<file path="config.mk">
export PLATFORM = sky130hd
export DESIGN_NAME = crm_seq_ctrl
export DESIGN_NICKNAME = d
export VERILOG_FILES = /design/src/rtl/crm_pkg.sv /design/src/rtl/crm_ack_sync.sv /design/src/rtl/crm_seq_ctrl.sv
export SDC_FILE = /design/constraint.sdc
export NUM_CORES = 1
export LEC_CHECK = 0
export CAP_MARGIN = 5
export CORE_AREA = 2 2 82 84
export CTS_BUF_LIST = sky130_fd_sc_hd__clkbuf_8
export DETAILED_ROUTE_END_ITERATION = 6
export DIE_AREA = 0 0 84 86
export PLACE_DENSITY = 0.8
export SLEW_MARGIN = 20
export SYNTH_ARGS = -nofsm -noshare
export SYNTH_HDL_FRONTEND = slang
export SYNTH_HIERARCHICAL = 1
export SYNTH_SLANG_ARGS = --single-unit
</file>
<file path="constraint.sdc">
create_clock -name i_clk -period 3.15 [get_ports i_clk]
set_clock_uncertainty 0.1 [all_clocks]
set_input_delay 0.315 -clock i_clk [delete_from_list [all_inputs] [get_ports i_clk]]
set_output_delay 0.315 -clock i_clk [all_outputs]
set_load 0.05 [all_outputs]
</file>
<file path="src/rtl/crm_pkg.sv">
// rtl/crm_pkg.sv - shared constants and types for the CRM sequencing controller
`timescale 1ns/1ps
package crm_pkg;

  localparam int CRM_N_DOM       = 8;
  localparam int CRM_RST_HOLD    = 16;
  localparam int CRM_TIMEOUT     = 1024;
  localparam int CRM_SYNC_STAGES = 2;

  // State codes are visible to software through o_err_state, so they are fixed.
  localparam logic [2:0] ST_IDLE    = 3'd0;
  localparam logic [2:0] ST_GATE    = 3'd1;
  localparam logic [2:0] ST_RST_ON  = 3'd2;
  localparam logic [2:0] ST_HOLD    = 3'd3;
  localparam logic [2:0] ST_RST_OFF = 3'd4;
  localparam logic [2:0] ST_UNGATE  = 3'd5;
  localparam logic [2:0] ST_DONE    = 3'd6;

  typedef logic [2:0]           crm_state_t;
  typedef logic [CRM_N_DOM-1:0] crm_mask_t;

endpackage

</file>
<file path="src/rtl/crm_ack_sync.sv">
// rtl/crm_ack_sync.sv - multi-bit flop-chain synchronizer for CRM acknowledge levels
`timescale 1ns/1ps
module crm_ack_sync #(
  parameter int WIDTH  = 8,
  parameter int STAGES = 2
) (
  input  logic             i_clk,
  input  logic             i_rstn,
  input  logic [WIDTH-1:0] i_async,
  output logic [WIDTH-1:0] o_sync
);

  // Each bit is an independent level; no cross-bit coherency is assumed.
  logic [WIDTH-1:0] stage_q [STAGES];

  always_ff @(posedge i_clk or negedge i_rstn) begin
    if (!i_rstn) begin
      for (int i = 0; i < STAGES; i++) stage_q[i] <= '0;
    end else begin
      stage_q[0] <= i_async;
      for (int i = 1; i < STAGES; i++) stage_q[i] <= stage_q[i-1];
    end
  end

  assign o_sync = stage_q[STAGES-1];

endmodule

</file>
<file path="src/rtl/crm_seq_ctrl.sv">
// rtl/crm_seq_ctrl.sv - gate/reset/hold/release/ungate sequencer toward the clock/reset manager
`timescale 1ns/1ps
module crm_seq_ctrl
  import crm_pkg::*;
#(
  parameter int N_DOM       = CRM_N_DOM,
  parameter int RST_HOLD    = CRM_RST_HOLD,
  parameter int TIMEOUT     = CRM_TIMEOUT,
  parameter int SYNC_STAGES = CRM_SYNC_STAGES
) (
  input  logic             i_clk,
  input  logic             i_rstn,
  input  logic             i_req,
  input  logic [N_DOM-1:0] i_mask,
  input  logic [N_DOM-1:0] i_clk_ack,
  input  logic [N_DOM-1:0] i_rst_ack,
  input  logic             i_err_clr,
  output logic [N_DOM-1:0] o_clk_en,
  output logic [N_DOM-1:0] o_rst_req,
  output logic             o_busy,
  output logic             o_done,
  output logic             o_err,
  output logic [2:0]       o_err_state
);

  localparam int CNT_MAX = (TIMEOUT > RST_HOLD) ? TIMEOUT : RST_HOLD;
  localparam int CNT_W   = $clog2(CNT_MAX) + 1;
  localparam logic [CNT_W-1:0] TO_LAST   = CNT_W'(TIMEOUT - 1);
  localparam logic [CNT_W-1:0] HOLD_LAST = CNT_W'(RST_HOLD - 1);

  crm_state_t       state, state_nxt;
  logic [N_DOM-1:0] mask_q;
  logic [CNT_W-1:0] cnt_q;
  logic [N_DOM-1:0] clk_ack_s, rst_ack_s;
  logic             timeout;
  logic             at_to;

  crm_ack_sync #(.WIDTH(N_DOM), .STAGES(SYNC_STAGES)) u_clk_ack_sync (
    .i_clk   (i_clk),
    .i_rstn  (i_rstn),
    .i_async (i_clk_ack),
    .o_sync  (clk_ack_s)
  );

  crm_ack_sync #(.WIDTH(N_DOM), .STAGES(SYNC_STAGES)) u_rst_ack_sync (
    .i_clk   (i_clk),
    .i_rstn  (i_rstn),
    .i_async (i_rst_ack),
    .o_sync  (rst_ack_s)
  );

  assign at_to = (cnt_q == TO_LAST);

  // Waits compare only the masked domains; other domains are ignored entirely.
  always_comb begin
    state_nxt = state;
    timeout   = 1'b0;
    case (state)
      ST_IDLE: begin
        if (i_req) state_nxt = (i_mask == '0) ? ST_DONE : ST_GATE;
      end
      ST_GATE: begin
        if ((clk_ack_s & mask_q) == '0) state_nxt = ST_RST_ON;
        else if (at_to)                 timeout   = 1'b1;
      end
      ST_RST_ON: begin
        if ((rst_ack_s & mask_q) == mask_q) state_nxt = ST_HOLD;
        else if (at_to)                     timeout   = 1'b1;
      end
      ST_HOLD: begin
        if (cnt_q == HOLD_LAST) state_nxt = ST_RST_OFF;
      end
      ST_RST_OFF: begin
        if ((rst_ack_s & mask_q) == '0) state_nxt = ST_UNGATE;
        else if (at_to)                 timeout   = 1'b1;
      end
      ST_UNGATE: begin
        if ((clk_ack_s & mask_q) == mask_q) state_nxt = ST_DONE;
        else if (at_to)                     timeout   = 1'b1;
      end
      ST_DONE:  state_nxt = ST_IDLE;
      default:  state_nxt = ST_IDLE;
    endcase
    if (timeout) state_nxt = ST_IDLE;
  end

  always_ff @(posedge i_clk or negedge i_rstn) begin
    if (!i_rstn) begin
      state  <= ST_HOLD;
      mask_q <= '1;
      cnt_q  <= '0;
    end else begin
      state <= state_nxt;
      if (state == ST_IDLE && i_req) mask_q <= i_mask;
      if (state_nxt != state)  cnt_q <= '0;
      else if (cnt_q != '1)    cnt_q <= cnt_q + 1'b1;
    end
  end

  // Outputs follow the state one cycle late and only ever touch masked bits.
  always_ff @(posedge i_clk or negedge i_rstn) begin
    if (!i_rstn) begin
      o_clk_en  <= '0;
      o_rst_req <= '1;
      o_busy    <= 1'b1;
      o_done    <= 1'b0;
    end else begin
      case (state)
        ST_GATE:    o_clk_en  <= o_clk_en & ~mask_q;
        ST_RST_ON:  o_rst_req <= o_rst_req | mask_q;
        ST_RST_OFF: o_rst_req <= o_rst_req & ~mask_q;
        ST_UNGATE:  o_clk_en  <= o_clk_en | mask_q;
        default: ;
      endcase
      o_busy <= (state_nxt != ST_IDLE);
      o_done <= (state == ST_DONE);
    end
  end

  always_ff @(posedge i_clk or negedge i_rstn) begin
    if (!i_rstn) begin
      o_err       <= 1'b0;
      o_err_state <= 3'd0;
    end else if (timeout) begin
      o_err       <= 1'b1;
      o_err_state <= state;
    end else if (i_err_clr) begin
      o_err       <= 1'b0;
      o_err_state <= 3'd0;
    end
  end

endmodule

</file>
==> run_results.csv, run 1 <==
group,metric,value,unit
status,result_of_the_run,"complete, no violations",
timing,fin_crit_sh,0.858,
drt,routedWlPerCell,15.5,um
job,cap_violations,0,
clock_tree,worstSkewPairLatency,360,ps
drt,drt-total-wl,6.95,mm
timing,setup_violations,0,
floorplan,die_area,7220,um2
pwr,vdd_drop_max,0.620,mV
drt,firstDrtPassIters,4,
yosys,synth-edff-count,0,
timing,grt_setup_unrepaired,"false",
clock_tree,cts-buffers-inserted,9,
floorplan,initial_core_utilization,0.550,
yosys,postSynthNetCount,355,
drt,drtIter0Drc,172,
final_layout,diodes,0,
timing,max_slew.worst_pin.slew,739,ps
grt,grt_max_degree,47,
yosys,ys_seq_area_frac,0.558,
final_layout,multi_input_area,1300,um2
timing,tns,0,ps
place,place_inst,431,
place,dpl_worst_slack,405,ps
timing,finalHoldViolations,0,
place,port_buffers,49,
place,gp_congestion,0.845,
pwr,power-per-cell-area,780,nW/um2
grt,number_of_global_route_vias_before_repair,2604,
final_layout,post_route_cells_drive_above_1_share,0.159,
drt,drc_errors,0,
grt,globalRoute.totalOverflow,0,
timing,max_freq,370,MHz
timing,finalCriticalPeriod,2700,ps
setup_path,reg2reg_slack,450,ps
final_layout,regArea,1930,um2
clock_tree,max-clock-path-buffers,2,
yosys,netlist_instances,326,
final_layout,layout.cells.most_common,"dfrtp_1",
yosys,synth-main-ff-cell,"dfrtp_1",
timing,worst_slew_margin_rel,0.506,
hold_path,min-delay-path-class,"reg2reg",
setup_path,cp-start-kind,"flip-flop",
timing,hold_slack,244,ps
yosys,yosys_warnings,6,
yosys,asyncSetResetFlopFracSynth,1.00,
setup_path,endpoint_kind,"flip-flop",
clock_tree,htree_levels,3,
floorplan,die-width,84,um
setup_path,cp_data_required_time,3300,ps
clock_tree,cts_tree,"yes",
timing,final.setup.worst_slack,448,ps
yosys,post_synth_instance_area,3450,um2
clock_tree,tritoncts_num_sinks,76,
grt,initial_antenna_violation_count,0,
final_layout,layout.cells.most_common_list,"57 x dfrtp_1, 49 x nand2_1, 48 x clkdlybuf4s50_1",
floorplan,core,6280,um2
place,place_hpwl,4.73,mm
pwr,power.leakage,1.74,nW
setup_path,crit_type,"reg2reg",
drt,vias,2571,
floorplan,core.rowCount,29,
grt,groute.usage.overall,0.212,
final_layout,final_cell_count_no_fill,449,
floorplan,io-pin-count,50,
drt,drt-vias-per-instance,5.73,
drt,antenna_left,0,
final_layout,fillers,471,
pwr,design_power_total,3.25,mW
grt,grt_first_pass_wirelength,12.0,mm
setup_path,cp_data_arrival_time,2850,ps
floorplan,dieHeight,86,um
clock_tree,postCtsSetupRepairBufs,0,
yosys,postSynthRegisterBits,76,
yosys,synth.distinct_cells,52,
yosys,synth_area_per_cell,10.6,um2
final_layout,area_overhead_of_the_layout_relative_to_synthesis,20.6,%
clock_tree,clock-root-buffer,"clkbuf_8",
final_layout,layout.nets,396,
timing,drv_slew,0,
clock_tree,clk_transition_reported_paths,90,ps
setup_path,cp_max_fo,16,
per-stage QoR:
step	area [um2]	utilization
6_report	4160	0.663
5_1_grt	4160	0.663
4_1_cts	4120	0.657
3_5_place_dp	3910	0.622
3_3_place_gp	3910	0.622
2_1_floorplan	3450	-
layout make-up:
cell class | instances | share of cell area
Timing Repair Buffer | 59 | 0.140
Multi-Input combinational cell | 210 | 0.312
Sequential cell | 76 | 0.463
Tap cell | 77 | 0.0232
Inverter | 11 | 0.00992
Clock inverter | 7 | 0.0222
Clock buffer | 9 | 0.0298
worst max-delay path, stage by stage (launching register included):
cell      delay [ps]
dfstp_2          750
nor4b_2          100
and3_1           230
a2111o_1         430
nand2b_1         430
o21ai_1          240
a211oi_1         310
per-layer routing:
layer	track usage	up-vias	routed length (um)
li1	-	1232	-
met1	0.274	1255	3100
met2	0.335	73	3410
met3	0.0616	11	338
met4	0.0909	0	104
met5	0	-	0
cells in the mapped netlist, types with 3 or more instances:
master     count  area (um2)
buf_4         16         120
nor3_1         7        35.0
dfrtp_1       57        1430
o2111ai_1     11        96.3
mux2i_1        9        90.1
nor2_1        14        52.6
o22ai_1        3        18.8
a22oi_1        8        60.1
inv_1         10        37.5
o211ai_1       6        45.0
clkbuf_1       9        33.8
nor4_1         3        18.8
dfstp_2       19         499
xnor2_1        4        35.0
nand2_1       49         184
nand4_1        4        25.0
a21oi_1       12        60.1
nand2b_1      14        87.6
nand3_1        3        15.0
o21ai_0       27         135
where the power goes:
group	switching (mW)	internal (mW)
registers	0.207	1.17
clock network	0.399	0.386
logic	0.660	0.425
path summary, 6_finish.rpt:
kind / start / to / cells past startpoint
worst max-delay path: state[0]$_DFF_PN1_ / cnt_q[4]$_DFFE_PN0P_ / 6
worst min-delay path: u_clk_ack_sync/stage_q[14]$_DFF_PN0_ / u_clk_ack_sync/o_sync[6]$_DFF_PN0_ / 0
worst max register to register: state[0]$_DFF_PN1_ / cnt_q[4]$_DFFE_PN0P_ / 6
worst min register to register: u_clk_ack_sync/stage_q[14]$_DFF_PN0_ / u_clk_ack_sync/o_sync[6]$_DFF_PN0_ / 0
max in group asynchronous: i_rstn / asynchronous set/reset pin / 4
min in group asynchronous: i_rstn / u_rst_ack_sync/stage_q[13]$_DFF_PN0_ / 2
cells by family after synthesis:
logic type	count (synthesis)	share of synthesized area
and+or+nand+nor	107	0.154
AOI/OAI and AO/OA	85	0.171
DFF	76	0.558
adders and majority gates	1	0.00362
buffers and inverters	40	0.0660
xor gates and xnor gates	6	0.0152
muxes	11	0.0326
repair_timing:
item | in CTS | in global routing
resized for setup | 0 | 0
hold buffers | 0 | 1
endpoints found under the hold margin | 0 | 12
No activity file was read; power rests on OpenSTA's default activity.
==> inputs of run 2 (changes only) <==
--- a/config.mk
+++ b/config.mk
@@ -6,12 +6,11 @@
 export NUM_CORES = 1
 export LEC_CHECK = 0
 export CAP_MARGIN = 5
-export CORE_AREA = 2 2 82 84
+export CORE_AREA = 2 2 74 93
 export CTS_BUF_LIST = sky130_fd_sc_hd__clkbuf_8
 export DETAILED_ROUTE_END_ITERATION = 6
-export DIE_AREA = 0 0 84 86
+export DIE_AREA = 0 0 76 95
 export PLACE_DENSITY = 0.8
-export SLEW_MARGIN = 20
 export SYNTH_ARGS = -nofsm -noshare
 export SYNTH_HDL_FRONTEND = slang
 export SYNTH_HIERARCHICAL = 1
==> run_results.csv, run 2 (synthesis gave the netlist of run 1 again) <==
group,metric,value,unit
timing,hold_slack,246,ps
grt,initial_antenna_violation_count,0,
timing,max_slew.worst_pin.slew,766,ps
drt,vias,2559,
drt,drtIter0Drc,202,
timing,worst_slew_margin_rel,0.487,
setup_path,cp_max_fo,16,
clock_tree,tritoncts_num_sinks,76,
final_layout,fillers,514,
place,place_hpwl,4.84,mm
setup_path,worstRegToRegCells,6,
grt,groute.usage.overall,0.211,
timing,fin_crit_sh,0.902,
clock_tree,htree_levels,3,
floorplan,die-width,76,um
drt,firstDrtPassIters,4,
timing,grt_setup_unrepaired,"false",
hold_path,min-delay-start,"u_clk_ack_sync/stage_q[8]$_DFF_PN0_",
grt,number_of_global_route_vias_before_repair,2440,
final_layout,final_cell_area,4140,um2
timing,drv_slew,0,
final_layout,layout.cells.most_common,"dfrtp_1",
timing,max_freq,352,MHz
pwr,vdd_drop_max,0.412,mV
setup_path,reg2reg_slack,310,ps
timing,setup_violations,0,
job,cap_violations,0,
pwr,power.leakage,1.73,nW
place,port_buffers,49,
place,gp_congestion,0.862,
setup_path,regToRegStartpoint,"state[0]$_DFF_PN1_",
setup_path,crit_type,"reg2reg",
final_layout,area_overhead_of_the_layout_relative_to_synthesis,19.9,%
clock_tree,cts-buffers-inserted,9,
setup_path,endpoint_kind,"flip-flop",
clock_tree,clk_transition_reported_paths,80,ps
floorplan,core,6400,um2
setup_path,cp_data_required_time,3270,ps
setup_path,critical_path.reg2reg.endpoint,"cnt_q[7]$_DFFE_PN0P_",
grt,grt_max_degree,37,
floorplan,initial_core_utilization,0.539,
floorplan,dieHeight,95,um
clock_tree,cts_tree,"yes",
hold_path,hold_end,"u_clk_ack_sync/o_sync[0]$_DFF_PN0_",
final_layout,layout.cells.most_common_list,"57 x dfrtp_1, 49 x nand2_1, 48 x clkdlybuf4s50_1",
setup_path,cp-start-kind,"flip-flop",
drt,antenna_left,0,
final_layout,layout.nets,397,
floorplan,die_area,7220,um2
drt,drc_errors,0,
setup_path,cp_data_arrival_time,2970,ps
clock_tree,max-clock-path-buffers,2,
timing,tns,0,ps
pwr,power-per-cell-area,773,nW/um2
drt,drt-total-wl,6.85,mm
floorplan,core.rowCount,33,
clock_tree,cts.repair.resized,0,
place,placedInstanceArea,3940,um2
status,result_of_the_run,"complete, no violations",
timing,finalCriticalPeriod,2840,ps
hold_path,hold_depth,0,
final_layout,post_route_cells_drive_above_1_share,0.159,
drt,routedWlPerCell,14.9,um
drt,drt-vias-per-instance,5.58,
timing,finalHoldViolations,0,
grt,grt_first_pass_wirelength,11.8,mm
floorplan,io-pin-count,50,
clock_tree,clock-root-buffer,"clkbuf_8",
hold_path,min-delay-path-class,"reg2reg",
final_layout,diodes,0,
clock_tree,worstSkewPairLatency,350,ps
grt,globalRoute.totalOverflow,0,
-- run 2: changes by cell type in the layout (fill, tap and decap cells not counted) --
cell	change
buf_16	-1
buf_4	+2
clkinv_4	-2
clkinv_8	-1
clkinvlp_4	+2
inv_6	+1
inv_8	-1
-- run 2: layout make-up --
| class | count | area, um2 | area share |
|---|---|---|---|
| Clock inverter | 6 | 71.3 | 0.0172 |
| Timing Repair Buffer | 60 | 571 | 0.138 |
| Sequential cell | 76 | 1930 | 0.465 |
| Clock buffer | 9 | 124 | 0.0299 |
| Tap cell | 87 | 109 | 0.0263 |
| Multi-Input combinational cell | 210 | 1300 | 0.314 |
| Inverter | 11 | 41.3 | 0.00997 |
-- run 2: how the worst max path moves through the flow --
stage	from	to	slack [ps]	cells past startpoint
floorplan	mask_q[6]$_DFFE_PN1P_	cnt_q[6]$_DFFE_PN0P_	720	8
global route	state[0]$_DFF_PN1_	cnt_q[7]$_DFFE_PN0P_	140	6
global placement	state[0]$_DFF_PN1_	cnt_q[3]$_DFFE_PN0P_	450	6
detailed placement	state[0]$_DFF_PN1_	cnt_q[7]$_DFFE_PN0P_	320	6
finish	state[0]$_DFF_PN1_	cnt_q[7]$_DFFE_PN0P_	310	6
CTS	state[0]$_DFF_PN1_	cnt_q[7]$_DFFE_PN0P_	310	6
-- run 2: timing repair --
action / CTS / global route
hold buffers: 1 / 0
endpoints found under the hold margin: 34 / 0
setup buffers: 0 / 0
-- run 2: per-stage QoR --
| step | cells | utilization | power [mW] | setup slack, ps |
|---|---|---|---|---|
| 2_1_floorplan | 326 | - | 2.17 | 719 |
| 3_3_place_gp | 443 | 0.615 | 2.43 | 453 |
| 3_5_place_dp | 443 | 0.615 | 2.47 | 323 |
| 4_1_cts | 459 | 0.647 | 3.21 | 306 |
| 5_1_grt | 459 | 0.647 | 3.39 | 140 |
| 6_report | 459 | 0.647 | 3.20 | 308 |
-- run 2: metal layers --
metal | vias to the layer above | share of wire | GRT usage
li1 | 1235 | - | -
met1 | 1225 | 0.42 | 0.269
met2 | 88 | 0.50 | 0.342
met3 | 11 | 0.059 | 0.0593
met4 | 0 | 0.016 | 0.0924
met5 | - | 0 | 0
-- run 2: critical path, cell delays in order (launching register included) --
cell and delay, ps:
dfstp_2 730, or4b_1 490, o31ai_1 440, o221ai_1 440
buf_4 310, o2111ai_1 100, mux2i_1 110
-- run 2: power breakdown --
group | switching, mW | internal, mW
Clock | 0.365 | 0.369
Combinational | 0.669 | 0.422
Sequential | 0.203 | 1.17
Total | 1.24 | 1.96
==> patch 1 (config.mk and constraints of run 1) <==
The package constant `CRM_TIMEOUT` goes from 1024 to 2048.
--- a/src/rtl/crm_pkg.sv
+++ b/src/rtl/crm_pkg.sv
@@ -4,7 +4,7 @@
 
   localparam int CRM_N_DOM       = 8;
   localparam int CRM_RST_HOLD    = 16;
-  localparam int CRM_TIMEOUT     = 1024;
+  localparam int CRM_TIMEOUT     = 2048;
   localparam int CRM_SYNC_STAGES = 2;
 
   // State codes are visible to software through o_err_state, so they are fixed.
Behaviour: no difference found for any inputs over 10 cycles, from zero or initial values and one cycle with i_rstn low; that may be too few to reach the edited logic, so the function may still have changed.
==> patch 1 against run 1 <==
- maximum frequency grew 0.78%
- final area fell by 2.9%
- count of clock-buffer cells in the layout unchanged
- sequential share of layout area increased by 2.0 points
- via count down 10%
- synthesized cell count shrank 11%
- wire length down 3.1%
- power fell by 0.75%
- sequential cell count increased by 1
- setup slack gained 0.021 ns
- combinational power fell by 4%
- area after synthesis shrank 1.9%
- largest cell class unchanged
- largest power group unchanged
- highest routed layer unchanged
==> patch 1: results (changes against run 1) <==
Area contributors post-synth = dfrtp_1, dfstp_2, buf_4
First-pass GRT wire length = 11280 µm (-5.9%)
Pre-CTS setup slack = 0.5153 ns (+0.1100 ns)
Initial DRC Count = 170 (-1.2%)
Cell Area, Placed = 3834 µm² (-1.9%)
Port Buffers = 49 (unchanged)
Worst-path maximum fanout = 14 (-2)
Drt wl/cell = 16.18 µm (+4.6%)
Root Driver = clkbuf_8
Vias in the first global route = 2376 (-8.8%)
Synth Warn # = 6 (unchanged)
Total leakage power = 1.718 nW (-1.5%)
Sequential element share of the synthesized area = 57.59% (+1.8 points)
Total CTS buffers = 9 (unchanged)
Worst-Skew Late Latency = 0.35 ns
Rel. slew slack = 62.82% (+12 points)
Total GRT Usage = 20.22% (-0.95 points)
DR pass1 iterations = 4 (unchanged)
Avg Cell Area, Syn = 11.64 µm² (+9.9%)
VDD IR max = 0.0005637 V (-9.1%)
Most instantiated cells after synthesis = dfrtp_1, nand2_1, dfstp_2
Antenna cells = 0 (unchanged)
Yosys cell types = 53 (+1.9%)
Syn Nets = 320 (-9.9%)
Initial antenna violation count = 0 (unchanged)
Fin nets = 363 (-8.3%)
Dpl cells = 399 (-7.4%)
Gpl congestion = 0.8978 (+6.3%)
Largest net degree at the start of global routing = 30 (-36%)
Layout cells sized above 1 = 22.12% (+6.3 points)
Vias per std cell = 5.550 (-3.1%)
Worst-path clk slew = 0.09 ns (about the same)
Postcts setup bufs = 0 (unchanged)
Ys async rst share = 100.0% (unchanged)
Status = completed
Slew Limit Fails = 0 (unchanged)
Post-CTS Resized = 0 (unchanged)
HP Class = flop to flop
Total wire length = 6731 µm (-3.1%)
H-tree depth = 3 (unchanged)
Number of buffers on the longest clock path = 2 (unchanged)
Final HPWL from detailed placement = 4812 µm (+1.7%)
[patch 1: critical path: stages, from the launching register on]
cell      delay (ns)
dfstp_2         0.74
and2_1          0.47
o21ai_1         0.20
a41o_1          0.32
a211oi_2        0.23
o211ai_2        0.10
buf_4           0.21
nor3_1          0.21
[patch 1: report_power, final]
| part | total, mW | internal, mW | switching (mW) |
|---|---|---|---|
| logic | 1.04 | 0.416 | 0.628 |
| registers | 1.44 | 1.22 | 0.218 |
| clock network | 0.741 | 0.370 | 0.371 |
| total | 3.22 | 2.01 | 1.22 |
[patch 1: stage by stage]
stage | total power [mW] | utilization [%]
after floorplan | 2.200 | -
after global placement | 2.454 | 61.07
after detailed placement | 2.487 | 61.07
after CTS | 3.231 | 64.38
after global routing | 3.400 | 64.38
final | 3.224 | 64.38
[patch 1: timing repair]
| action | CTS | global route |
|---|---|---|
| hold buffers | 1 | 0 |
| endpoints found under the setup margin | 0 | 0 |
| hold endpoints to repair | 22 | 0 |
[patch 1: path summary, 6_finish.rpt]
kind | depth (start not counted) | slack, ns | startpoint | to
max | 7 | 0.47 | state[1] | cnt_q[2]
min | 0 | 0.25 | u_clk_ack_sync/stage_q[15] | u_clk_ack_sync/o_sync[7]
max reg2reg | 7 | 0.47 | state[1] | cnt_q[2]
min reg2reg | 0 | 0.25 | u_clk_ack_sync/stage_q[15] | u_clk_ack_sync/o_sync[7]
max in group asynchronous | 3 | 1.80 | i_rstn | state[0]
min in group asynchronous | 2 | 0.37 | i_rstn | u_clk_ack_sync/stage_q[8]
[patch 1: cells by family (layout without fill, tap and decap cells)]
| family | count (synthesis) | in the layout | share of synthesized area, % |
|---|---|---|---|
| simple gates | 110 | 110 | 18.32 |
| flops | 77 | 77 | 57.59 |
| compound gates | 50 | 50 | 11.30 |
| buf+inv | 33 | 81 | 6.317 |
| mux | 13 | 13 | 4.285 |
| xor+xnor | 7 | 7 | 1.810 |
| fa+ha+maj | 1 | 1 | 0.3694 |
[patch 1: layout make-up]
type	instances	area [µm²]
tap	77	96.34
clock inverter	7	73.82
inverter	9	33.78
clock buffer	9	123.9
multi-input combinational	181	1222
timing repair buffer	56	540.5
fill	480	2236
sequential	77	1951
[patch 1: per-layer routing]
layer | up-vias | track usage, % | part of all wire, %
met5 | - | 0 | 0
met1 | 1123 | 26.70 | 45
met4 | 0 | 9.971 | 1.6
met3 | 9 | 4.331 | 5.1
li1 | 1103 | - | -
met2 | 74 | 32.07 | 48
==> patch 2 (flow settings as in run 1) <==
Made on the original files. Put one more register stage on the output `o_err_state`, cleared by the reset. The value now appears one clock later. The other outputs are not delayed to match.
--- a/src/rtl/crm_seq_ctrl.sv
+++ b/src/rtl/crm_seq_ctrl.sv
@@ -27,6 +27,8 @@
   localparam int CNT_W   = $clog2(CNT_MAX) + 1;
   localparam logic [CNT_W-1:0] TO_LAST   = CNT_W'(TIMEOUT - 1);
   localparam logic [CNT_W-1:0] HOLD_LAST = CNT_W'(RST_HOLD - 1);
+
+  logic [2:0] o_err_state_s0;
 
   crm_state_t       state, state_nxt;
   logic [N_DOM-1:0] mask_q;
@@ -120,13 +122,21 @@
   always_ff @(posedge i_clk or negedge i_rstn) begin
     if (!i_rstn) begin
       o_err       <= 1'b0;
-      o_err_state <= 3'd0;
+      o_err_state_s0 <= 3'd0;
     end else if (timeout) begin
       o_err       <= 1'b1;
-      o_err_state <= state;
+      o_err_state_s0 <= state;
     end else if (i_err_clr) begin
       o_err       <= 1'b0;
-      o_err_state <= 3'd0;
+      o_err_state_s0 <= 3'd0;
+    end
+  end
+
+  always_ff @(posedge i_clk or negedge i_rstn) begin
+    if (!i_rstn) begin
+      o_err_state <= '0;
+    end else begin
+      o_err_state <= o_err_state_s0;
     end
   end
 
Check against the original RTL: no difference found for any inputs over 10 cycles, from zero or initial values and one cycle with i_rstn low; that may be too few to reach the edited logic, so the function may still have changed.
==> patch 2 against run 1 <==
- non-clock buffer count shrank 4
- final area shrank 4.5%
- wire length is 15% lower
- area after synthesis down 4.8%
- sequential cell count increased by 3
- via count down 16%
- power increased by 0.77%
- setup slack got worse by 0.012 ns
- largest power group unchanged
==> patch 2: results (changes against run 1) <==
Layout cells sized above 1 = 17.63% (+1.8 points)
Syn Nets = 311 (-12%)
R2R depth = 7 (+1)
Endpoint, Worst Hold = u_rst_ack_sync/o_sync[5]
Pre-CTS setup slack = 0.4587 ns (+0.05336 ns)
Setup crit start = cnt_q[6]
Area contributors post-synth = dfrtp_1, dfstp_2, mux2_2
Count of plain and timing-repair buffers = 55 (-6.8%)
Status = completed
Fraction of area in multi-input gates = 27.49% (-3.7 points)
Buffering overhead = 13.41% (-0.60 points)
Fin nets = 353 (-11%)
Hold buffer count at cts = 1 (+1)
VDD IR max = 0.0006061 V (-2.3%)
Initial DRC Count = 139 (-19%)
Crit Reg-Reg Endpoint = cnt_q[5]
Non-clock inverter total of the final layout = 11 (unchanged)
Slew @ Worst Pin = 0.6049 ns (-0.1339 ns)
Synth Cell Area = 3286 µm² (-4.8%)
Cell Area, Placed = 3754 µm² (-3.9%)
Fillers = 479 (+1.7%)
Compound-Gate Fraction of Synth Area = 11.31% (-5.8 points)
Drt wl/cell = 14.49 µm (-6.4%)
Post-Synthesis Cells = 282 (-13%)
XOR/XNOR Fraction of Synth Area = 1.866% (+0.34 points)
Most instantiated cells after synthesis = dfrtp_1, nand2_1, o21ai_0
Register area = 2001 µm² (+3.9%)
Final min period = 2.714 ns (+0.01213 ns)
Final HPWL from detailed placement = 4270 µm (-9.7%)
Worst hold start = u_rst_ack_sync/stage_q[13]
Largest net degree at the start of global routing = 42 (-11%)
#MultiIn Comb = 168 (-20%)
Total GRT Usage = 18.11% (-3.1 points)
Synthesized-area fraction occupied by adder cells = 0.3808% (+0.018 points)
Sequential share of cell area = 50.35% (+4.1 points)
Gpl congestion = 0.8531 (+0.97%)
Multiplexer area fraction after synthesis = 3.770% (+0.51 points)
Clock network share of area = 5.290% (+0.088 points)
Vias in the first global route = 2094 (-20%)
CTS Sinks = 79 (+3.9%)
Critical Path AT = 2.87 ns (+0.02 ns)
Worst hold slack = 0.2530 ns (+0.009263 ns)
First-pass GRT wire length = 10070 µm (-16%)
Sequential element share of the synthesized area = 60.89% (+5.1 points)
-- patch 2: cell count changes in the layout (fill, tap and decap cells not counted), sizes merged, moves of 8 or more --
cell     before  now
mux2          2   11
o2111ai      11    3
o21ai        28   20
a21oi        12    2
mux2i         9    0
nand2        49   31
-- patch 2: power breakdown --
part / internal [mW] / total [mW] / switching (mW)
registers: 1.25 / 1.44 / 0.186
clock network: 0.384 / 0.784 / 0.400
logic: 0.405 / 1.05 / 0.647
total: 2.04 / 3.27 / 1.23
-- patch 2: routing by layer --
layer,up-vias,global-route usage [%],share of wire (%)
met4,0,10.12,1.1
met2,49,28.80,49
met3,4,3.465,4.0
met1,1043,23.59,46
met5,-,0,0
li1,1056,-,-
-- patch 2: critical path: stages (launching register included) --
cell and delay (ns):
dfrtp_1 0.43, or4_4 0.55, o311ai_4 0.24, or3b_1 0.38, a211o_1 0.27, a311oi_2 0.22
o2bb2ai_2 0.19, nor3_1 0.24
